**src/rtl/exec_pkg.sv**
```systemverilog
// Shared execute-stage definitions: architectural register indices, stack-op
// encoding and the stack sequencer state set.
package exec_pkg;

  localparam logic [4:0] REG_SP   = 5'd28;
  localparam logic [4:0] REG_PC   = 5'd30;
  localparam logic [4:0] REG_CPSR = 5'd31;

  typedef enum logic [2:0] {
    OP_PUSH = 3'b000,
    OP_POP  = 3'b001,
    OP_CALL = 3'b010,
    OP_RET  = 3'b011,
    OP_INT  = 3'b100
  } stack_op_e;

  typedef enum logic [3:0] {
    IDLE, RD_SP, CAP_SP, PUSH_W, POP_RD, POP_WB, SP_WB, INT1, INT2, BR, FAULT, ILL
  } seq_state_e;

  // True when pushing n words onto a full-descending stack at sp wraps or
  // lands below the lowest legal stack address.
  function automatic logic push_faults(input logic [15:0] sp, input logic [1:0] n,
                                       input logic [15:0] limit);
    logic [16:0] diff;
    diff = {1'b0, sp} - {15'b0, n};
    return diff[16] || (diff[15:0] < limit);
  endfunction

endpackage

```
**src/rtl/stack_sequencer.sv**
```systemverilog
// Multi-cycle sequencer for PUSH/POP/CALL/RET/INT; owns the register-file and
// data-memory ports while busy and redirects fetch through a one-cycle branch.
module stack_sequencer
  import exec_pkg::*;
#(
  parameter logic [15:0] IVT_BASE    = 16'hFF00,
  parameter logic [15:0] STACK_LIMIT = 16'h8000
) (
  input  logic        clk,
  input  logic        reset,
  input  logic        start,
  input  logic [2:0]  op,
  input  logic [15:0] operand,
  input  logic [4:0]  dst_idx,
  input  logic [15:0] return_pc,
  output logic        busy,
  output logic        done,
  output logic        illegal,
  output logic        stack_fault,
  output logic        reg_r_en,
  output logic [4:0]  reg_r_idx,
  input  logic [15:0] reg_r_data,
  output logic        reg_w_en,
  output logic [4:0]  reg_w_idx,
  output logic [15:0] reg_w_data,
  output logic        mem_r_en,
  output logic [15:0] mem_r_addr,
  input  logic [15:0] mem_r_data,
  output logic        mem_w_en,
  output logic [15:0] mem_w_addr,
  output logic [15:0] mem_w_data,
  output logic        branch_en,
  output logic [15:0] branch_target,
  output seq_state_e  dbg_state_o
);

  // Handshake: start is sampled only in IDLE (busy=0); done pulses in the last
  // busy cycle and the next request may be accepted in the following cycle.
  seq_state_e  state_q, state_d;
  logic [2:0]  op_q;
  logic [15:0] operand_q;
  logic [4:0]  dst_q;
  logic [15:0] rpc_q;
  logic [15:0] sp_q;
  logic        accept;
  logic        cap_fault;

  assign accept      = (state_q == IDLE) && start;
  assign dbg_state_o = state_q;

  // reg_r_data holds SP during CAP_SP; the fault decision cannot wait for sp_q.
  always_comb begin
    cap_fault = 1'b0;
    case (op_q)
      OP_PUSH, OP_CALL: cap_fault = push_faults(reg_r_data, 2'd1, STACK_LIMIT);
      OP_INT:           cap_fault = push_faults(reg_r_data, 2'd2, STACK_LIMIT);
      OP_POP, OP_RET:   cap_fault = (reg_r_data == 16'hFFFF);
      default:          cap_fault = 1'b0;
    endcase
  end

  always_ff @(posedge clk or negedge reset) begin
    if (!reset) begin
      state_q   <= IDLE;
      op_q      <= 3'b000;
      operand_q <= 16'h0000;
      dst_q     <= 5'd0;
      rpc_q     <= 16'h0000;
      sp_q      <= 16'h0000;
    end else begin
      state_q <= state_d;
      if (accept) begin
        op_q      <= op;
        operand_q <= operand;
        dst_q     <= dst_idx;
        rpc_q     <= return_pc;
      end
      if (state_q == CAP_SP) sp_q <= reg_r_data;
    end
  end

  always_comb begin
    state_d       = state_q;
    busy          = (state_q != IDLE);
    done          = 1'b0;
    illegal       = 1'b0;
    stack_fault   = 1'b0;
    reg_r_en      = 1'b0;
    reg_r_idx     = 5'd0;
    reg_w_en      = 1'b0;
    reg_w_idx     = 5'd0;
    reg_w_data    = 16'h0000;
    mem_r_en      = 1'b0;
    mem_r_addr    = 16'h0000;
    mem_w_en      = 1'b0;
    mem_w_addr    = 16'h0000;
    mem_w_data    = 16'h0000;
    branch_en     = 1'b0;
    branch_target = 16'h0000;
    case (state_q)
      IDLE: if (start) state_d = (op > 3'(OP_INT)) ? ILL : RD_SP;
      RD_SP: begin
        reg_r_en  = 1'b1;
        reg_r_idx = REG_SP;
        state_d   = CAP_SP;
      end
      CAP_SP: begin
        if (cap_fault) state_d = FAULT;
        else begin
          case (op_q)
            OP_PUSH, OP_CALL: state_d = PUSH_W;
            OP_POP, OP_RET:   state_d = POP_RD;
            OP_INT:           state_d = INT1;
            default:          state_d = ILL;
          endcase
        end
      end
      PUSH_W: begin
        mem_w_en   = 1'b1;
        mem_w_addr = sp_q - 16'd1;
        mem_w_data = (op_q == OP_PUSH) ? operand_q : rpc_q;
        reg_w_en   = 1'b1;
        reg_w_idx  = REG_SP;
        reg_w_data = sp_q - 16'd1;
        if (op_q == OP_PUSH) begin
          done    = 1'b1;
          state_d = IDLE;
        end else begin
          state_d = BR;
        end
      end
      POP_RD: begin
        mem_r_en   = 1'b1;
        mem_r_addr = sp_q;
        state_d    = (op_q == OP_RET) ? BR : POP_WB;
      end
      POP_WB: begin
        reg_w_en   = 1'b1;
        reg_w_idx  = dst_q;
        reg_w_data = mem_r_data;
        // Popping into SP: the popped value is the new SP, no increment.
        if (dst_q == REG_SP) begin
          done    = 1'b1;
          state_d = IDLE;
        end else begin
          state_d = SP_WB;
        end
      end
      SP_WB: begin
        reg_w_en   = 1'b1;
        reg_w_idx  = REG_SP;
        reg_w_data = sp_q + 16'd1;
        done       = 1'b1;
        state_d    = IDLE;
      end
      INT1: begin
        mem_w_en   = 1'b1;
        mem_w_addr = sp_q - 16'd1;
        mem_w_data = rpc_q;
        reg_r_en   = 1'b1;
        reg_r_idx  = REG_CPSR;
        state_d    = INT2;
      end
      INT2: begin
        mem_w_en   = 1'b1;
        mem_w_addr = sp_q - 16'd2;
        mem_w_data = reg_r_data;
        reg_w_en   = 1'b1;
        reg_w_idx  = REG_SP;
        reg_w_data = sp_q - 16'd2;
        mem_r_en   = 1'b1;
        mem_r_addr = IVT_BASE + {12'h000, operand_q[3:0]};
        state_d    = BR;
      end
      BR: begin
        branch_en     = 1'b1;
        branch_target = (op_q == OP_CALL) ? operand_q : mem_r_data;
        if (op_q == OP_RET) begin
          reg_w_en   = 1'b1;
          reg_w_idx  = REG_SP;
          reg_w_data = sp_q + 16'd1;
        end
        done    = 1'b1;
        state_d = IDLE;
      end
      FAULT: begin
        stack_fault = 1'b1;
        done        = 1'b1;
        state_d     = IDLE;
      end
      ILL: begin
        illegal = 1'b1;
        done    = 1'b1;
        state_d = IDLE;
      end
      default: state_d = IDLE;
    endcase
  end

endmodule
```
**config.mk**
```make
export PLATFORM = sky130hd
export DESIGN_NAME = stack_sequencer
export DESIGN_NICKNAME = d
export VERILOG_FILES = /design/src/rtl/exec_pkg.sv /design/src/rtl/stack_sequencer.sv
export SDC_FILE = /design/constraint.sdc
export NUM_CORES = 1
export LEC_CHECK = 0
export ABC_AREA = 1
export BUFFER_PORTS_ARGS = -buffer_cell sky130_fd_sc_hd__buf_4
export CORE_ASPECT_RATIO = 1.1
export CORE_MARGIN = 1.5
export CORE_UTILIZATION = 55
export DETAILED_ROUTE_END_ITERATION = 12
export PLACE_DENSITY_LB_ADDON = 0.3
export SETUP_SLACK_MARGIN = 0.3
export SLEW_MARGIN = 25
export SYNTH_ARGS = -nofsm -noshare
export SYNTH_HDL_FRONTEND = slang
export SYNTH_SLANG_ARGS = --single-unit
```
**constraint.sdc**
```tcl
create_clock -name clk -period 3.98 [get_ports clk]
set_input_delay 0.398 -clock clk [delete_from_list [all_inputs] [get_ports clk]]
set_output_delay 0.398 -clock clk [all_outputs]
set_load 0.005 [all_outputs]
```
After elaboration in Yosys (flattened, before gate mapping)

Index checks and enable logic that the tools add are counted.

Eq/ne operators: 18
Mux-type cells: 31
Reduce and logical (&&, ||, !) cells: 15
$lt $le $gt $ge: 3
Add/sub/neg operators: 6

Operators with widths:

| kind                                               | number |
|---|---|
| case mux 16 bit (5 select lines)                   | 1 |
| 2-to-1 mux 16 bit                                  | 4 |
| case mux 16 bit (2 select lines)                   | 2 |
| case mux 16 bit (3 select lines)                   | 1 |
| < comparator 16 bit, second input constant         | 2 |
| case mux 4 bit (8 select lines)                    | 1 |
| 2-to-1 mux 4 bit                                   | 5 |
| subtractor 16 x 1 -> 17 bit, second input constant | 1 |
| subtractor 16 x 2 -> 17 bit, second input constant | 1 |
| adder 16 x 1 -> 16 bit, second input constant      | 1 |
| == test 16 bit, second input constant              | 1 |
| == test 4 x 3 -> 1 bit, second input constant      | 4 |
| == test 4 bit, second input constant               | 4 |
| subtractor 16 x 1 -> 16 bit, second input constant | 1 |
| subtractor 16 x 2 -> 16 bit, second input constant | 1 |
| case mux 5 bit (3 select lines)                    | 1 |
| case mux 4 bit (3 select lines)                    | 1 |
| adder 9 x 5 -> 10 bit, first input constant        | 1 |
| case mux 5 bit (2 select lines)                    | 1 |
| OR reduction 2 bit                                 | 5 |
| 2-to-1 mux 1 bit                                   | 9 |
| == test 4 x 2 -> 1 bit, second input constant      | 2 |
| OR reduction 4 bit                                 | 2 |
| == test 3 x 2 -> 1 bit, second input constant      | 2 |
| other kinds (16)                                   | 19 |

Output and inout port bits: 103
Flip-flop bits (word level): 60
Bits of input ports: 75

Logic depth before layout (Yosys ltp)

Word-level depth: 6
Mapped depth: 11
Depth with buffers taken out: 11

Worst setup path after synthesis

No wires, ideal clock.

Kind: register -> output
Start: register sp_q[1]
End: output port reg_w_data[11]
Data arrival time: 1.404 ns
Stages on the path, launching flop included: 9
Path buffers: 0
Setup slack: 2.178 ns
Path through: dfrtp_1 inv_1 ha_1 nand2_1 nor2_2 nand2_1 xor2_1 a21oi_1 nand2_1

Cells in the longest elaborated chain, start to end: 3

RTL lines:

| item                               | RTL line                                       | text |
|---|---|---|
| from (decl)                        | stack_sequencer.sv:44                          | `logic [15:0] sp_q;` |
| from (signal assigned)             | stack_sequencer.sv:78                          | `if (state_q == CAP_SP) sp_q <= reg_r_data;` |
| adder 16 x 1 -> 16 bit             | stack_sequencer.sv:152, stack_sequencer.sv:181 |  |
| 2-to-1 mux 16 bit                  | stack_sequencer.sv:178                         | `if (op_q == OP_RET) begin` |
| case mux 16 bit (5 select lines) * | stack_sequencer.sv:100                         | `case (state_q)` |
| to (decl)                          | stack_sequencer.sv:25                          | `output logic [15:0] reg_w_data,` |

Every way passes the cells marked *; elsewhere a longest branch is shown, timed or not.

Worst setup path in the final report

Start: register state_q[2], in the netlist dbg_state_o[2]
End: output port mem_w_data[10]

Cells in the longest elaborated chain, start to end: 2

RTL lines:

| item                                        | RTL line               | text |
|---|---|---|
| from (decl)                                 | stack_sequencer.sv:39  | `seq_state_e state_q, state_d;` |
| from (signal assigned)                      | stack_sequencer.sv:71  | `state_q <= state_d;` |
| == test 4 bit, or another cell as far along | stack_sequencer.sv:100 |  |
| case mux 16 bit (3 select lines) *          | stack_sequencer.sv:100 |  |
| to (decl)                                   | stack_sequencer.sv:31  | `output logic [15:0] mem_w_data,` |

Marks and branches as above.

==> flow_summary.yaml <==
yosys:
  synth_mux_area_share_pct: 9.40
  syn_area_per_cell_um2: 6.85
  synthXorXnorAreaFrac_pct: 1.24
  ys_seq_area_share_pct: 30.3
  synth_cell_types: 37
  syn-cell-area_mm2: 0.00495
  ys_ff_latch: 60
  synthCells: 723
  synthSimpleGateAreaFrac_pct: 35.4
  netlist.area_leader.share_pct: 30.3
  synth_top_family_by_area: "simple AND/OR/NAND/NOR gates"
  yosys_warnings: 0
  synth_area_leaders: "dfrtp_1 30%, nand2_1 15%, mux2_4 9.4%"
  synth.largest_area_cell: "dfrtp_1"
  synthAdderAreaFrac_pct: 1.26
  syn_nets: 803
  synth-compound-area-share_pct: 12.6
sta:
  tns_ns: 0
  finalCritPeriodShare_pct: 71.5
  worst_pin_slew_ns: 0.759
  fin_crit_ns: 2.85
  max_clock_freq_ghz: 0.351
  drv_slew: 0
  setup_slack_ns: 1.13
  setup_violations: 0
  timing.slew.headroom_pct: 49.4
  finalClockSkew_ns: 0.00936
  finalHoldViolations: 0
  grt_setup_unrepaired: "no"
global_routing:
  met3_usage_pct: 7.67
  met1_usage_pct: 47.9
  grt_pass1_vias: 5592
  grt-busiest-layer: "met2"
  grt_pass1_wl_um: 27500
  grt_max_degree: 61
  grt_use_met2_pct: 60.9
  gr-total-overflow: 0
  track_usage_pct: 37.4
  antenna_found_initial: 0
power_and_ir_drop:
  power.density_mw_per_mm2: 753
  p_leak_uw: 0.00347
  ir_drop_mv: 0.469
setup_path:
  cp_top_family: "simple AND/OR/NAND/NOR gates"
  reg2reg_slack_ns: 1.89
  path_cells: "nor2_1 -> inv_2 -> nor2_8 -> inv_4 -> o21ai_4 -> nand2_1 -> nand3_1 -> buf_4"
  regToRegStartpoint: "dbg_state_o[2]"
  worstPathArrival_ns: 2.45
  required_ns: 3.58
  worstPathBufferInverterCount: 3
  path_max_fanout: 26
  rr_worst_depth: 7
  endpoint_kind: "output port"
  path_class: "register to output port"
  worstReg2RegEnd: "dbg_state_o[3]"
  cpMaxStageDelayCell: "dfrtp_1"
  start_kind: "register"
  slowest_delay_ns: 0.44
place:
  gp_congestion: 1.02
  placed_area_mm2: 0.00624
  portBuffers: 177
  dp_worst_setup_slack_ns: 1.56
  dp_hpwl_um: 13400
  dp_cells: 984
die:
  design.core.area_mm2: 0.00878
  die_w_um: 93.5
  initial_core_util_pct: 56.4
  die-area_mm2: 0.00958
  ioPinCount: 178
  fp.dieH_um: 103
  row_count: 36
cts:
  clkTransAtPathRegs_ns: 0.07
  cts_buffer_depth: 2
  clk_latency_ns: 0.35
  cts_tree: "built"
  cts_root_buffer: "clkbuf_8"
  cts_buffers: 9
  cts_sinks: 60
  postCtsSetupBuffers: 0
  cts_max_level: 3
  cts_resized: 0
  cts-hold-fix-buffers: 0
route:
  wl_per_cell_um: 17.7
  drc: 0
  drt-total-wl_um: 17700
  drt-pass1-iter-count: 7
  initialDrtViolationCount: 417
  viasPerCell: 5.81
  ant_nets: 0
  vias: 5807
cells_and_area:
  area_growth_pct: 31.1
  diodes: 0
  finalInstanceArea_mm2: 0.00649
  fin_nets: 961
  nFillCells: 687
  fin_util_pct: 73.9
  drive_above_1_share_pct: 28.8
  fin_cells: 1000
hold_path:
  holdCritPathClass: "input port to asynchronous set/reset pin"
job:
  maxCapViolations: 0
status:
  status: "finished, final reports clean"
[power by group]
group	leakage, µW	internal (µW)	switching, µW
clock network	0.000122	433	256
registers	0.000716	919	364
logic	0.00263	1280	1630
total	0.00347	2630	2250
[sequential cells by signal (all words and copies together) (netlist names)]
signal / flops
dst_q: 5
rpc_q: 16
dbg_state_o: 4
op_q: 3
sp_q: 16
operand_q: 16
[synthesized netlist by cell type]
master and count:
inv_4 1, a22oi_1 5, o22ai_1 4, nor2_4 3, o211ai_1 2, o2111ai_1 4
a21oi_1 22, nand4_1 9, nand2_2 2, o21ai_0 60, nand3b_1 3, o21ai_4 1
dfrtp_1 60, buf_6 7, o221ai_1 2, nand3_2 1, nand3_1 82, ha_1 5
mux2_4 31, nor2_2 7, nand2_4 1, a21boi_0 1, nor3_2 1, nor2_1 98
o211ai_2 3, buf_4 5, clkbuf_1 7, or2_2 1, inv_2 4, nand2_1 193
inv_1 66, xor2_1 7, o21ai_1 4, nor3_1 5, buf_1 2, nor2_8 1
buf_2 13
[logic make-up after synthesis]
family	Yosys count
buffers and inverters	105
and+or+nand+nor	407
muxes	31
AOI/OAI and AO/OA	108
adders and majority gates	5
xor gates and xnor gates	7
DFF	60
[per-stage QoR]
step	power (µW)	hold WS [ns]
after floorplan	3020	0.102
after CTS	4840	0.138
after global placement	4050	0.497
after global routing	5230	0.174
final	4890	0.109
after detailed placement	4130	0.496
[how the worst max path moves through the flow]
stage / from / endpoint / slack [ns] / cells past startpoint
floorplan: sp_q[1] / reg_w_data[11] / 2.18 / 8
global placement: dbg_state_o[2] / reg_w_data[7] / 1.63 / 10
detailed placement: dbg_state_o[2] / mem_w_data[3] / 1.56 / 8
CTS: dbg_state_o[2] / mem_w_data[10] / 1.14 / 8
global route: dbg_state_o[2] / mem_w_data[3] / 0.94 / 8
finish: dbg_state_o[2] / mem_w_data[10] / 1.13 / 8
[layout make-up]
type                            instances  area [µm²]  share of cell area, %
Sequential cell                        60        1500                   23.1
Inverter                               71         269                   4.15
Clock inverter                          6         111                   1.72
Timing Repair Buffer                  181        1360                   20.9
Clock buffer                           10         138                   2.12
Tap cell                              114         143                   2.20
Multi-Input combinational cell        558        2970                   45.7
[layer usage]
layer / up-vias / routed length [µm]
met2: 365 / 8470
met1: 2698 / 6890
li1: 2683 / -
met4: 0 / 714
met3: 61 / 1620
met5: - / 0
[cell usage in the layout (no fill, tap or decap), types with 7 or more instances in the layout]
cell and n:
a21oi_1 22, buf_4 181, clkbuf_8 10, dfrtp_1 60, inv_1 66, mux2_4 31
nand2_1 193, nand3_1 82, nand4_1 9, nor2_1 97, nor2_2 8, o21ai_0 60
xor2_1 7
(Power assumes the default switching activity.)
